==> src/rtl/ct_stream_ctrl_pkg.sv <==
// Shared types and size helpers for the ciphertext read-out controller.
// The beat count and address width are derived from the memory geometry.
`ifndef CLOG2
`define CLOG2(x) (((x) <= 1) ? 0 : $clog2(x))
`endif

package ct_stream_ctrl_pkg;

    typedef enum logic [2:0] {
        IDLE  = 3'd0,
        FETCH = 3'd1,
        WAIT  = 3'd2,
        SEND  = 3'd3,
        FIN   = 3'd4
    } state_t;

    function automatic int calc_beats(input int width, input int out_w);
        return (width + out_w - 1) / out_w;
    endfunction

    // Counter widths never drop below one bit, even for single-entry ranges.
    function automatic int calc_cnt_w(input int range);
        return (`CLOG2(range) < 1) ? 1 : `CLOG2(range);
    endfunction

endpackage

==> src/rtl/ct_stream_ctrl_if.sv <==
// Control, memory-port and output-stream signals of the read-out controller.
// master = controller side, slave = environment (memory, sink, sequencer).
interface ct_stream_ctrl_if
    import ct_stream_ctrl_pkg::*;
#(
    parameter int WIDTH = 86,
    parameter int DEPTH = 3,
    parameter int OUT_W = 32
);
    localparam int AW = calc_cnt_w(DEPTH);

    logic             start;
    logic             abort;
    logic             busy;
    logic             done;
    logic [AW-1:0]    mem_addr;
    logic             mem_rw;
    logic [WIDTH-1:0] mem_din;
    logic [OUT_W-1:0] out_data;
    logic             out_valid;
    logic             out_ready;
    logic             out_last;

    modport master (
        input  start, abort, mem_din, out_ready,
        output busy, done, mem_addr, mem_rw, out_data, out_valid, out_last
    );

    modport slave (
        output start, abort, mem_din, out_ready,
        input  busy, done, mem_addr, mem_rw, out_data, out_valid, out_last
    );
endinterface

==> src/rtl/ct_stream_ctrl.sv <==
// Walks the ciphertext memory from address 0 upwards and streams each word
// as OUT_W-bit beats; drives the shared address bus only while fetching.
module ct_stream_ctrl
    import ct_stream_ctrl_pkg::*;
#(
    parameter int WIDTH = 86,
    parameter int DEPTH = 3,
    parameter int OUT_W = 32
)(
    input  logic              clk,
    input  logic              rst_b,
    ct_stream_ctrl_if.master  bus
);
    localparam int BEATS = calc_beats(WIDTH, OUT_W);
    localparam int AW    = calc_cnt_w(DEPTH);
    localparam int BW    = calc_cnt_w(BEATS);
    localparam int PAD_W = BEATS * OUT_W;

    localparam logic [AW-1:0] LAST_WORD = AW'(DEPTH - 1);
    localparam logic [BW-1:0] LAST_BEAT = BW'(BEATS - 1);

    state_t           state_reg, state_next;
    logic [AW-1:0]    word_cnt_reg, word_cnt_next;
    logic [BW-1:0]    beat_cnt_reg, beat_cnt_next;
    logic [PAD_W-1:0] buf_reg, buf_next;
    logic [AW-1:0]    mem_addr_reg, mem_addr_next;

    always_ff @(posedge clk or posedge rst_b) begin
        if (rst_b) begin
            state_reg    <= IDLE;
            word_cnt_reg <= '0;
            beat_cnt_reg <= '0;
            buf_reg      <= '0;
            mem_addr_reg <= '0;
        end else begin
            state_reg    <= state_next;
            word_cnt_reg <= word_cnt_next;
            beat_cnt_reg <= beat_cnt_next;
            buf_reg      <= buf_next;
            mem_addr_reg <= mem_addr_next;
        end
    end

    always_comb begin
        state_next    = state_reg;
        word_cnt_next = word_cnt_reg;
        beat_cnt_next = beat_cnt_reg;
        buf_next      = buf_reg;
        mem_addr_next = '0;

        unique case (state_reg)
            IDLE: begin
                if (bus.start) begin
                    state_next    = FETCH;
                    word_cnt_next = '0;
                end
            end
            FETCH: state_next = WAIT;
            WAIT: begin
                // Zero padding above WIDTH keeps the final beat's upper bits clear.
                buf_next               = '0;
                buf_next[WIDTH-1:0]    = bus.mem_din;
                beat_cnt_next          = '0;
                state_next             = SEND;
            end
            SEND: begin
                if (bus.out_ready) begin
                    if (beat_cnt_reg != LAST_BEAT) begin
                        beat_cnt_next = beat_cnt_reg + BW'(1);
                    end else if (word_cnt_reg != LAST_WORD) begin
                        word_cnt_next = word_cnt_reg + AW'(1);
                        state_next    = FETCH;
                    end else begin
                        state_next    = FIN;
                    end
                end
            end
            FIN:     state_next = IDLE;
            default: state_next = IDLE;
        endcase

        // Abort overrides everything, including a handshake in the same cycle.
        if (bus.abort) begin
            state_next    = IDLE;
            word_cnt_next = '0;
            beat_cnt_next = '0;
        end

        // Registered address: presented exactly during the FETCH cycle.
        if (state_next == FETCH) begin
            mem_addr_next = word_cnt_next;
        end
    end

    assign bus.busy      = (state_reg != IDLE);
    assign bus.done      = (state_reg == FIN);
    assign bus.out_valid = (state_reg == SEND);
    assign bus.out_last  = (state_reg == SEND) && (word_cnt_reg == LAST_WORD)
                           && (beat_cnt_reg == LAST_BEAT);
    assign bus.out_data  = (state_reg == SEND)
                           ? buf_reg[int'(beat_cnt_reg) * OUT_W +: OUT_W]
                           : '0;
    assign bus.mem_addr  = mem_addr_reg;
    assign bus.mem_rw    = 1'b0;

endmodule

==> src/flat_wrapper.sv <==
// flat-port wrapper written by rule: the top's interface ports become plain ports
module ct_stream_ctrl_flat import ct_stream_ctrl_pkg::*;
#(
    parameter int WIDTH = 86,
    parameter int DEPTH = 3,
    parameter int OUT_W = 32
)
  (clk, rst_b, bus_start, bus_abort, bus_mem_din, bus_out_ready, bus_busy, bus_done, bus_mem_addr, bus_mem_rw, bus_out_data, bus_out_valid, bus_out_last);
  ct_stream_ctrl_if #(.WIDTH(WIDTH), .DEPTH(DEPTH), .OUT_W(OUT_W)) bus_i ();
  input  logic clk;
  input  logic rst_b;
  input wire logic [$bits(bus_i.start)-1:0] bus_start;
  input wire logic [$bits(bus_i.abort)-1:0] bus_abort;
  input wire logic [$bits(bus_i.mem_din)-1:0] bus_mem_din;
  input wire logic [$bits(bus_i.out_ready)-1:0] bus_out_ready;
  output wire logic [$bits(bus_i.busy)-1:0] bus_busy;
  output wire logic [$bits(bus_i.done)-1:0] bus_done;
  output wire logic [$bits(bus_i.mem_addr)-1:0] bus_mem_addr;
  output wire logic [$bits(bus_i.mem_rw)-1:0] bus_mem_rw;
  output wire logic [$bits(bus_i.out_data)-1:0] bus_out_data;
  output wire logic [$bits(bus_i.out_valid)-1:0] bus_out_valid;
  output wire logic [$bits(bus_i.out_last)-1:0] bus_out_last;
  assign bus_i.start = bus_start;
  assign bus_i.abort = bus_abort;
  assign bus_i.mem_din = bus_mem_din;
  assign bus_i.out_ready = bus_out_ready;
  assign bus_busy = bus_i.busy;
  assign bus_done = bus_i.done;
  assign bus_mem_addr = bus_i.mem_addr;
  assign bus_mem_rw = bus_i.mem_rw;
  assign bus_out_data = bus_i.out_data;
  assign bus_out_valid = bus_i.out_valid;
  assign bus_out_last = bus_i.out_last;
  ct_stream_ctrl #(.WIDTH(WIDTH), .DEPTH(DEPTH), .OUT_W(OUT_W)) u_core (.clk(clk), .rst_b(rst_b), .bus(bus_i));
endmodule
==> config.mk <==
export PLATFORM = sky130hd
export DESIGN_NAME = ct_stream_ctrl_flat
export DESIGN_NICKNAME = d
export VERILOG_FILES = /design/src/rtl/ct_stream_ctrl_pkg.sv /design/src/rtl/ct_stream_ctrl_if.sv /design/src/rtl/ct_stream_ctrl.sv /design/src/flat_wrapper.sv
export SDC_FILE = /design/constraint.sdc
export NUM_CORES = 1
export LEC_CHECK = 0
export CORE_MARGIN = 4
export CORE_UTILIZATION = 48
export DETAILED_ROUTE_END_ITERATION = 16
export HOLD_SLACK_MARGIN = 0.1
export PLACE_DENSITY_LB_ADDON = 0.1
export SLEW_MARGIN = 10
export SYNTH_ARGS = -nofsm -noshare
export SYNTH_HDL_FRONTEND = slang
export SYNTH_SLANG_ARGS = --single-unit
export TNS_END_PERCENT = 20
==> constraint.sdc <==
create_clock -name clk -period 3.6 [get_ports clk]
set_input_delay 0.36 -clock clk [delete_from_list [all_inputs] [get_ports clk]]
set_output_delay 0.36 -clock clk [all_outputs]
set_load 0.01 [all_outputs]
==> reports/qor.csv, run 1 <==
metric,value,unit
synth-simple-area-share,0.0785,
layout_min_cycle_time,2.92,ns
htree_levels,3,
syn_nets,457,
critical_path.most_common_cell,nor2_1,
fin_crit_sh,0.810,
post-synth-top-count-cell,dfrtp_1,
antenna_found_initial,0,
synth_cell_types,33,
final_cells,595,
coreArea,0.00889,sq mm
ys.flop_type,dfrtp_1,
synth.largest_area_cell,dfrtp_1,
outcome,"finished, final reports clean",
path_class,reg -> out,
ys_seq_area_frac,0.531,
avgSynthCellArea,12.4,sq um
die-area,0.0109,sq mm
start_kind,flip-flop,
synth_top_cell_area_share,0.531,
grtUsageTotal,0.187,
ant_nets,0,
start_util,0.504,
cp.arrival,2.56,ns
clock_sinks,95,
cts_made_buffers,9,
drt-initial-drc-count,62,
via_per_inst,5.22,
first_global_vias,3380,
synth-xor-area-share,0,
slowest_stage,nor2_1,
critPathMaxFanout,14,
grt_pass1_wl,16600,um
rsz0062_at_grt,false,
synthTopCellsByArea,"dfrtp_1 (53%), mux2_2 (15%), mux2i_1 (7.2%)",
setup_viol,0,
port_buffers,128,
synth-seq-cells,95,
wirelength,9880,um
vias,3107,
ys_top_cells_by_count,"dfrtp_1 (95), mux2_2 (59), nor2_1 (51), mux2i_1 (32), mux2_1 (27)",
cp.required,3.24,ns
min-delay-path-class,in -> async,
vdd.ir_drop.worst,0.363,mV
route.detailed.drc,0,
end_kind,output port,
relSlewSlack,0.392,
grt_max_degree,58,
p_per_area,551,mW/mm^2
synth_edf_count,0,
path_cells,nor2_1 > a21oi_1 > nor2_1 > clkdlybuf4s50_1,
final_nets,577,
gp_congestion,0.764,
cts_resized,0,
largest_reg_flops,86,
worst_pin_slew,0.908,ns
cts_tree,yes,
maxCapViolCount,0,
syn_area,0.00448,sq mm
grt_remaining_overflow,0,
hold_violations,0,
die_h,105,um
dpl.hpwl,6970,um
skew,0.00639,ns
clockBufferDepth,2,
cts_setup_buffers,0,
firstDrtPassIters,4,
drv_slew,0,
synth_top_family_by_area,multiplexers,
rows,34,
area_growth,35.3,%
synthArstFlopShare,1.00,
synthAdderAreaFrac,0.0112,
synth_compound_area_frac,0.0537,
diodes,0,
reg2reg_slack,1.61,ns
place_inst,579,
fin_setup_tns,0,ns
drive_gt1_frac,0.185,
slowest_delay,0.75,ns
dieWidth,105,um
fmaxAchievable,343,MHz
p_leak,0.00239,uW
synthCells,362,
synthMuxAreaShare,0.288,
io_pins,130,
clk_pin_slew,0.10,ns
insertion_delay,0.35,ns
drt-wirelength-per-cell,16.6,um
root_buffer,clkbuf_8,
cts_hold_buf,0,
ys_warn_count,0,
## path summary, 6_finish.rpt
kind / cells past startpoint / to / startpoint
max: 4 / bus_out_data[10] / u_core.beat_cnt_reg[1]
min: 2 / u_core.buf_reg[60] / rst_b
max reg2reg: 6 / u_core.word_cnt_reg[0] / u_core.beat_cnt_reg[1]
min reg2reg: 1 / u_core.buf_reg[20] / u_core.buf_reg[20]
max in group asynchronous: 3 / u_core.word_cnt_reg[0] / rst_b
min in group clk: 1 / u_core.buf_reg[20] / u_core.buf_reg[20]
## power by group
part / switching [uW] / internal (uW) / leakage [uW]
Combinational: 300 / 524 / 0.00113
Sequential: 196 / 1460 / 0.00113
Clock: 389 / 472 / 0.000125
## cell families (layout without fill, tap and decap cells)
family                     count (synthesis)  after routing
DFF                                       95             95
other                                      1              1
muxes                                    118            118
and+or+nand+nor                           80             80
adders and majority gates                  4              4
AOI/OAI and AO/OA                         33             33
buffers and inverters                     31            156
## through the flow
stage	worst slack, ns	hold WS, ns	total power [uW]	instance area, sq um	util
6_report	0.682	0.455	3340	6060	0.681
5_1_grt	0.503	0.509	3560	6060	0.681
4_1_cts	0.610	0.488	3380	6060	0.681
3_5_place_dp	1.02	0.474	2510	5810	0.653
3_3_place_gp	1.02	0.467	2460	5810	0.653
2_1_floorplan	0.763	0.457	2230	4480	-
## per-layer routing
layer,up-vias,GRT usage,share of wire
li1,1494,-,-
met1,1526,0.237,0.43
met2,78,0.318,0.50
met3,9,0.0506,0.063
met4,0,0.0506,0.010
met5,-,0,0
## cell usage in the layout, fill, tap and decap left out, types with 9 or more instances in the layout
master,count
mux2_1,27
nand2_1,12
mux2i_1,32
dfrtp_1,93
nor2_1,51
a21oi_1,14
clkbuf_8,9
mux2_2,59
o22a_1,10
clkdlybuf4s50_1,128
## cell type report
cell class	instances	area, sq um
fillers	687	2830
clock inverters	7	125
inverters	5	21.3
clock buffers	9	124
flip-flops and latches	95	2380
well taps	108	135
multi-input cells	236	1940
repair buffers	135	1330
## critical path, delay by kind of cell (launching register included)
kind,cells,cell delay [ns]
AND/OR/NAND/NOR,2,0.92
buffers and inverters,1,0.56
flip-flops,1,0.57
AO/OA/AOI/OAI,1,0.15
Power figures use the tool's default switching activity.
==> run 2, diff against run 1 <==
- CORE_UTILIZATION: 48 -> 43
- clock period: 3.6 -> 2.4 ns (I/O delays scaled with it)
==> run 2 against run 1 <==
Core utilization down 6.1 points. Sequential cell count is the same. Critical endpoint is now bus_out_data[0]. Global-route usage shrank 2.2 points.
==> reports/qor.csv, run 2 (synthesis results as in run 1) <==
metric,value,unit
outcome,"finished, final reports clean",
layout_min_cycle_time,2.27,ns
final_nets,584,
seqPwrFrac,0.507,
layout_common_cells,"clkdlybuf4s50_1 (125), dfrtp_1 (92), mux2_2 (59)",
route.detailed.drc,0,
fin_ws,0.131,ns
rows,36,
p_int,3600,uW
cp.arrival,2.03,ns
ant_nets,0,
start_util,0.450,
final_core_util,0.621,
path_cells,buf_4 > mux2i_1 > o22a_1 > nor2_1 > clkdlybuf4s50_1,
cts_made_buffers,9,
drt-wirelength-per-cell,15.6,um
firstDrtPassIters,6,
largest_reg_flops,86,
grt_max_degree,96,
reg2reg_slack,0.67,ns
via_per_inst,4.97,
dieWidth,110,um
grt_remaining_overflow,0,
port_buffers,128,
pre_cts_ws,0.377,ns
stdcell_area,0.00618,sq mm
setup_viol,0,
rsz0062_at_grt,true,
insertion_delay,0.35,ns
drv_slew,0,
drive_gt1_frac,0.196,
htree_levels,3,
vias,3114,
clk_pin_slew,0.09,ns
min-delay-path-class,in -> async,
antenna_found_initial,0,
p_per_area,786,mW/mm^2
netSwitchingFraction,0.259,
clockBufferDepth,2,
slowest_stage,clkdlybuf4s50_1,
root_buffer,clkbuf_8,
first_global_vias,3159,
gp_congestion,0.775,
grtUsageTotal,0.165,
cp_top_family,buffers and inverters,
dpl.hpwl,6900,um
wirelength,9760,um
path_class,reg -> out,
fmaxAchievable,441,MHz
diodes,0,
p_comb_frac,0.257,
grt_pass1_wl,15400,um
worst-path-buf-inv,2,
fin_setup_tns,0,ns
rr_startpoint,u_core.state_reg[2],
end_kind,output port,
layout_commonest_cell,clkdlybuf4s50_1,
coreArea,0.00995,sq mm
io_pins,130,
path_depth,5,
drt-initial-drc-count,62,
vdd.ir_drop.worst,0.381,mV
die-area,0.0121,sq mm
area_growth,38.0,%
fin_crit_sh,0.946,
slowest_delay,0.57,ns
switchingPower,1260,uW
critPathMaxFanout,9,
maxCapViolCount,0,
timing.rr.end,u_core.buf_reg[63],
die_h,110,um
skew,0.0118,ns
cts_hold_buf,0,
placed_area,0.00592,sq mm
clockPowerShare,0.236,
cp.required,2.16,ns
hold_violations,0,
p_leak,0.00248,uW
cts_tree,yes,
clock_sinks,95,
start_kind,flip-flop,
reg2reg_depth,4,
[run 2: cell count changes in the layout (fill, tap and decap cells not counted), moves of 2 or more]
cell             delta
buf_12              +4
inv_6               -4
buf_4               +3
clkdlybuf4s50_1     -3
dlymetal6s2s_1      +3
clkinvlp_4          +2
[run 2: layout make-up]
type / count / area, sq um
flip-flops and latches: 95 / 2380
clock inverters: 5 / 81.3
well taps: 133 / 166
fillers: 827 / 3780
multi-input cells: 236 / 1940
clock buffers: 11 / 141
inverters: 5 / 22.5
repair buffers: 142 / 1440
[run 2: worst register-to-register path, delay by kind of cell, from the launching register on]
| family | cells | cell delay [ns] |
|---|---|---|
| multiplexers | 1 | 0.48 |
| flip-flops | 1 | 0.45 |
| AND/OR/NAND/NOR | 2 | 0.38 |
| buffers and inverters | 1 | 0.32 |
[run 2: how the worst max path moves through the flow]
stage / startpoint / endpoint / slack [ns]
after floorplan: u_core.state_reg[2] / bus_out_data[22] / 0.78
after global placement: u_core.state_reg[2] / bus_out_data[22] / 0.46
after detailed placement: u_core.state_reg[2] / bus_out_data[29] / 0.38
after CTS: u_core.state_reg[2] / bus_out_data[29] / 0.07
after global routing: u_core.state_reg[2] / bus_out_data[22] / -0.0006
final: u_core.beat_cnt_reg[1] / bus_out_data[0] / 0.13
[run 2: through the flow]
| step | total power [uW] | std cells | hold WS [ns] |
|---|---|---|---|
| global route | 5180 | 627 | 0.424 |
| floorplan | 3350 | 362 | 0.375 |
| finish | 4860 | 627 | 0.367 |
| detailed placement | 3770 | 608 | 0.474 |
| CTS | 4930 | 624 | 0.392 |
| global placement | 3710 | 608 | 0.467 |
[run 2: per-layer routing]
layer,vias up,global-route usage,part of all wire
met3,9,0.0454,0.084
met5,-,0,0
met4,0,0.0606,0.011
li1,1515,-,-
met2,95,0.262,0.46
met1,1495,0.215,0.45
[run 2: power by group through the flow]
stage               clock (uW)  sequential, uW  combinational (uW)
floorplan                    0            2410                 935
global placement             0            2480                1240
detailed placement           0            2500                1270
CTS                       1190            2470                1270
global route              1250            2540                1390
finish                    1150            2460                1250
[run 2: timing repair]
action | in CTS | in global routing
gates resized for setup | 1 | 4
setup buffers | 0 | 3
hold endpoints to repair | 0 | 0
endpoints found under the setup margin | 2 | 10
